File: src/rtl/mem_bus_pkg.sv
// ============================================================================
//  Module      : mem_bus_pkg
//  Description : Shared types and constants for the memory bus controller.
//  Revision    : 1.0 - initial release
// ============================================================================
`default_nettype none

package mem_bus_pkg;

    typedef enum logic [2:0] {
        IDLE    = 3'd0,
        SETUP   = 3'd1,
        STROBE  = 3'd2,
        RELEASE = 3'd3,
        DONE    = 3'd4
    } state_t;

    localparam logic MEM_READ  = 1'b1;
    localparam logic MEM_WRITE = 1'b0;

    localparam int DEFAULT_ADDR_W = 16;
    localparam int DEFAULT_DATA_W = 16;

endpackage

`default_nettype wire

File: src/rtl/sync_2ff.sv
// ============================================================================
//  Module      : sync_2ff
//  Description : Two-flop synchroniser for a single asynchronous level.
//  Revision    : 1.0 - initial release
// ============================================================================
`default_nettype none

module sync_2ff (
    input  logic clk,
    input  logic reset,
    input  logic d,
    output logic q
);

    logic r_meta;

    always_ff @(posedge clk) begin
        if (reset) begin
            r_meta <= 1'b0;
            q      <= 1'b0;
        end else begin
            r_meta <= d;
            q      <= r_meta;
        end
    end

endmodule

`default_nettype wire

File: src/rtl/mem_bus_ctrl.sv
// ============================================================================
//  Module      : mem_bus_ctrl
//  Description : CPU-side bus master for an asynchronous EN/RW/MFC memory.
//  Revision    : 1.0 - initial release
// ============================================================================
`default_nettype none

module mem_bus_ctrl
    import mem_bus_pkg::*;
#(
    parameter int ADDR_W  = DEFAULT_ADDR_W,
    parameter int DATA_W  = DEFAULT_DATA_W,
    parameter int TIMEOUT = 64
) (
    input  logic              clk,
    input  logic              reset,
    input  logic              req,
    input  logic              we,
    input  logic [ADDR_W-1:0] cpu_addr,
    input  logic [DATA_W-1:0] cpu_wdata,
    output logic              busy,
    output logic              done,
    output logic              err,
    output logic [DATA_W-1:0] rdata,
    output logic [ADDR_W-1:0] mem_addr,
    output logic [DATA_W-1:0] mem_datain,
    output logic              mem_rw,
    output logic              mem_en,
    input  logic [DATA_W-1:0] mem_dataout,
    input  logic              mem_mfc
);

    localparam int                CNT_W   = $clog2(TIMEOUT);
    localparam logic [CNT_W-1:0]  CNT_MAX = CNT_W'(TIMEOUT - 1);

    state_t           r_state;
    logic [CNT_W-1:0] r_cnt;
    logic             r_err_pending;
    logic             w_mfc_s;

    sync_2ff u_mfc_sync (
        .clk   (clk),
        .reset (reset),
        .d     (mem_mfc),
        .q     (w_mfc_s)
    );

    // All outputs are registered; each state sets up the values seen in the next one.
    always_ff @(posedge clk) begin
        if (reset) begin
            r_state       <= IDLE;
            r_cnt         <= '0;
            r_err_pending <= 1'b0;
            busy          <= 1'b0;
            done          <= 1'b0;
            err           <= 1'b0;
            rdata         <= '0;
            mem_addr      <= '0;
            mem_datain    <= '0;
            mem_rw        <= MEM_READ;
            mem_en        <= 1'b0;
        end else begin
            case (r_state)
                IDLE: begin
                    if (req) begin
                        mem_addr   <= cpu_addr;
                        mem_datain <= cpu_wdata;
                        mem_rw     <= we ? MEM_WRITE : MEM_READ;
                        busy       <= 1'b1;
                        r_cnt      <= '0;
                        r_state    <= SETUP;
                    end
                end

                SETUP: begin
                    mem_en  <= 1'b1;
                    r_cnt   <= '0;
                    r_state <= STROBE;
                end

                STROBE: begin
                    if (w_mfc_s) begin
                        if (mem_rw == MEM_READ) begin
                            rdata <= mem_dataout;
                        end
                        mem_en  <= 1'b0;
                        r_cnt   <= '0;
                        r_state <= RELEASE;
                    end else if (r_cnt == CNT_MAX) begin
                        r_err_pending <= 1'b1;
                        mem_en        <= 1'b0;
                        r_cnt         <= '0;
                        r_state       <= RELEASE;
                    end else begin
                        r_cnt <= r_cnt + 1'b1;
                    end
                end

                RELEASE: begin
                    // Memory drops MFC only after it sees EN fall; wait for that here.
                    if (!w_mfc_s) begin
                        done    <= 1'b1;
                        err     <= r_err_pending;
                        r_state <= DONE;
                    end else if (r_cnt == CNT_MAX) begin
                        r_err_pending <= 1'b1;
                        done          <= 1'b1;
                        err           <= 1'b1;
                        r_state       <= DONE;
                    end else begin
                        r_cnt <= r_cnt + 1'b1;
                    end
                end

                DONE: begin
                    done          <= 1'b0;
                    err           <= 1'b0;
                    busy          <= 1'b0;
                    r_err_pending <= 1'b0;
                    r_cnt         <= '0;
                    r_state       <= IDLE;
                end

                default: begin
                    mem_en  <= 1'b0;
                    busy    <= 1'b0;
                    done    <= 1'b0;
                    err     <= 1'b0;
                    r_state <= IDLE;
                end
            endcase
        end
    end

endmodule

`default_nettype wire
File: config.mk
export PLATFORM = sky130hd
export DESIGN_NAME = mem_bus_ctrl
export DESIGN_NICKNAME = d
export VERILOG_FILES = /design/src/rtl/mem_bus_pkg.sv /design/src/rtl/sync_2ff.sv /design/src/rtl/mem_bus_ctrl.sv
export SDC_FILE = /design/constraint.sdc
export NUM_CORES = 1
export LEC_CHECK = 0
export CORE_ASPECT_RATIO = 0.9
export CORE_MARGIN = 3
export CORE_UTILIZATION = 45
export CTS_CLUSTER_SIZE = 25
export DETAILED_ROUTE_END_ITERATION = 12
export GPL_TIMING_DRIVEN = 0
export PLACE_DENSITY = 0.94
export SLEW_MARGIN = 25
export SYNTH_ARGS = -nofsm -noshare
export SYNTH_HDL_FRONTEND = slang
export SYNTH_SLANG_ARGS = --single-unit
export TNS_END_PERCENT = 100
File: constraint.sdc
create_clock -name clk -period 4.3 [get_ports clk]
set_clock_uncertainty 0.05 [all_clocks]
set_input_delay 1.29 -clock clk [delete_from_list [all_inputs] [get_ports clk]]
set_output_delay 1.29 -clock clk [all_outputs]
set_load 0.03 [all_outputs]
==> impl_results.md <==
* Status: completed
* Top Ports at 106
* Fmax at 363 MHz
* Pwr/cell area at 351 nW/um^2
* Worst rel slew slack at 0.658
* WP buf/inv at 1
* Hold EP: mem_addr[10]
* Leak at 0.00136 uW
* Synthesized flop and latch total at 65
* Syn Inst Count at 306
* Final setup fails at 0
* Hold Path Class: reg2reg
* Per-cell routed wire length at 14.5 um
* Share of layout cells above drive strength 1 at 0.0820
* Global-route wire length before repair at 11.9 mm
* Max cap viols at 0
* Post-CTS Resized at 0
* Overall Global Routing Usage at 0.228
* R2R cell count at 5
* Clock buffer depth at 2
* CTS tree: built
* Port bufs at 105
* Area of the multi-input gates at 1110 sq um
* Starting Density at 0.472
* Nets at 476
* Mapped Area at 2520 sq um
* Peak VDD IR at 0.000298 V
* Num rows at 25
* Largest area contributor in the synthesized netlist: dfxtp_1
* Slowest-stage cell, CP: clkdlybuf4s50_1
* YS warnings at 0
* Setup TNS at 0 ns
* GPL Wtd Cong at 0.862
* R2r endpoint: r_cnt[0]
* Seq/Total Area, Yosys at 0.516
* Sequential standard cell area at 1300 sq um
* WHS Path Cells at 2
* DRC at 0
* Routed vias/inst at 5.13
* Share of the synthesized area in the top cell type at 0.516
* TritonRoute pass-1 iters at 4
* TritonCTS buffer count at 9
* # diodes at 0
* Crit path max-delay family: buffers and inverters
* Remaining antenna violation count at 0
* Final Hold Fails at 0
* GRT overflow at 0
* Die W at 84.9 um
* Vias in the first global route at 2559
* CTS clk-pin slew, worst paths at 0.07 ns
* Final wirelength at 7.19 mm
* CTS Root Cell: clkbuf_8
* Crit path cell chain: clkdlybuf4s50_1
* Chip height at 77.0 um
* Core footprint at 5350 sq um
* Starting DRT DRC Count at 79
* Final period util at 0.640
* CTS HTree Levels at 3
* Hpwl dp at 5.34 mm
* Synthesized net count at 360
* Worst-Margin Slew at 0.514 ns
* Initial antenna violation count at 0
* Vias at 2532
* TritonCTS Sinks at 65
* Max Transition Viols Final at 0
* Synth top area cells: dfxtp_1 52%, nand2_1 15%, a21oi_1 11%
* Total chip power at 1340 uW
* Crit. path cell count at 1
* Total die area at 6540 sq um
* RSZ-0062 raised after global routing: no
* Layout area overhead at 51.2%
* Max incr delay on CP at 0.70 ns
* Crit Path Max Fanout at 4
* Largest net degree at the start of global routing at 11
* Yosys cell types at 42
* Min Clock Period, post-route at 2.75 ns
* Hold buffer count at cts at 0
* # fillers at 394
* Hold wc startpoint: mem_addr[10]
* R2r setup slk at 2.47 ns
* Synthesized area per cell at 8.25 sq um
* CP Class: reg2out
* Worst path arrival time at 1.41 ns
* Clock latency on the worst-skew pair at 0.34 ns
* Type of origin of the critical path: flop
* Setup Buffers After CTS at 0
* Reg-to-Reg Start: r_cnt[0]
* CP endpoint kind: output port
* Worst path required time at 2.96 ns
cell type report:
| class | count | share of cell area |
|---|---|---|
| Clock buffer | 13 | 0.0364 |
| Inverter | 3 | 0.00295 |
| Multi-Input combinational cell | 218 | 0.291 |
| Buffer | 20 | 0.0262 |
| Sequential cell | 65 | 0.341 |
| Tap cell | 67 | 0.0220 |
| Timing Repair Buffer | 105 | 0.276 |
| Clock inverter | 3 | 0.00459 |
cell usage after synthesis, drive strengths merged:
| master | count |
|---|---|
| nand2 | 100 |
| dfxtp | 65 |
| a21oi | 53 |
| clkbuf | 11 |
| buf | 9 |
| nand3 | 7 |
| o21ai | 7 |
| and2 | 6 |
| nor2b | 6 |
| nor2 | 5 |
| a31oi | 3 |
| inv | 3 |
| nand4 | 3 |
| nor3 | 3 |
| a211oi | 2 |
| and3 | 2 |
| nand2b | 2 |
| nor4 | 2 |
| o21a | 2 |
| o31ai | 2 |
| or3 | 2 |
| or4 | 2 |
| a211o | 1 |
| a311oi | 1 |
| ha | 1 |
| nand3b | 1 |
| o221a | 1 |
| o22ai | 1 |
| o32ai | 1 |
| or2 | 1 |
| xor2 | 1 |
flip-flops by register name, indices dropped and copies added, names as in the netlist:
name / flops
r_err_pending: 1
err: 1
u_mfc_sync.q: 1
mem_rw: 1
busy: 1
done: 1
r_state: 3
mem_datain: 16
mem_en: 1
r_cnt: 6
rdata: 16
mem_addr: 16
u_mfc_sync.r_meta: 1
logic make-up after synthesis:
| family | count (synthesis) | share of synthesized area |
|---|---|---|
| flip-flops | 65 | 0.516 |
| AO/OA/AOI/OAI | 74 | 0.173 |
| buffers and inverters | 23 | 0.0441 |
| XOR/XNOR | 1 | 0.00347 |
| adder cells (fa/ha/maj) | 1 | 0.00496 |
| AND/OR/NAND/NOR | 142 | 0.259 |
worst max-delay path by stage:
| stage | slack, ns | startpoint | end |
|---|---|---|---|
| 2_1_floorplan | 2.10 | req | r_cnt[3] |
| 3_3_place_gp | 1.51 | req | mem_addr[12] |
| 3_5_place_dp | 1.46 | req | mem_addr[6] |
| 4_1_cts | 1.54 | mem_rw | mem_rw |
| 5_1_grt | 1.48 | mem_rw | mem_rw |
| 6_report | 1.55 | mem_rw | mem_rw |
layer usage:
metal  up-vias  global-route usage  wire length (um)
met5         -                   0                 0
met4         0              0.0696               133
met3        16               0.127               729
met2        89               0.386              3550
met1      1172               0.241              2780
li1       1255                   -                 -
cell usage in the layout, fill, tap and decap left out, types with 2 or more instances in the layout:
cell type,Yosys,final
dfxtp_1,65,65
buf_6,2,2
nand4_1,3,3
nand2_1,99,99
o21a_1,2,2
a31oi_1,3,3
a21oi_1,53,53
inv_1,3,3
clkdlybuf4s50_1,0,105
clkbuf_1,10,14
clkinv_2,0,2
nor3_1,3,3
nor4_1,2,2
nor2_1,5,5
nor2b_1,5,5
o31ai_1,2,2
and2_1,5,5
a211oi_1,2,2
nand3_1,5,5
nand3_2,2,2
clkbuf_8,0,9
buf_2,7,7
o21ai_0,6,6
stage by stage:
step | instance area, sq um | hold WS, ns | utilization | instances | setup slack [ns]
6_report | 3810 | 0.403 | 0.713 | 494 | 1.55
5_1_grt | 3810 | 0.415 | 0.713 | 494 | 1.48
4_1_cts | 3810 | 0.404 | 0.713 | 494 | 1.54
3_5_place_dp | 3660 | 0.393 | 0.684 | 478 | 1.46
3_3_place_gp | 3660 | 0.372 | 0.684 | 478 | 1.51
2_1_floorplan | 2520 | 0.364 | - | 306 | 2.10
power breakdown:
part | switching [uW] | total (uW) | internal (uW) | leakage [uW]
registers | 15.9 | 647 | 631 | 0.000530
logic | 140 | 259 | 119 | 0.000755
clock network | 224 | 432 | 208 | 0.0000774
total | 380 | 1340 | 958 | 0.00136
No activity file was read; power rests on OpenSTA's default activity.
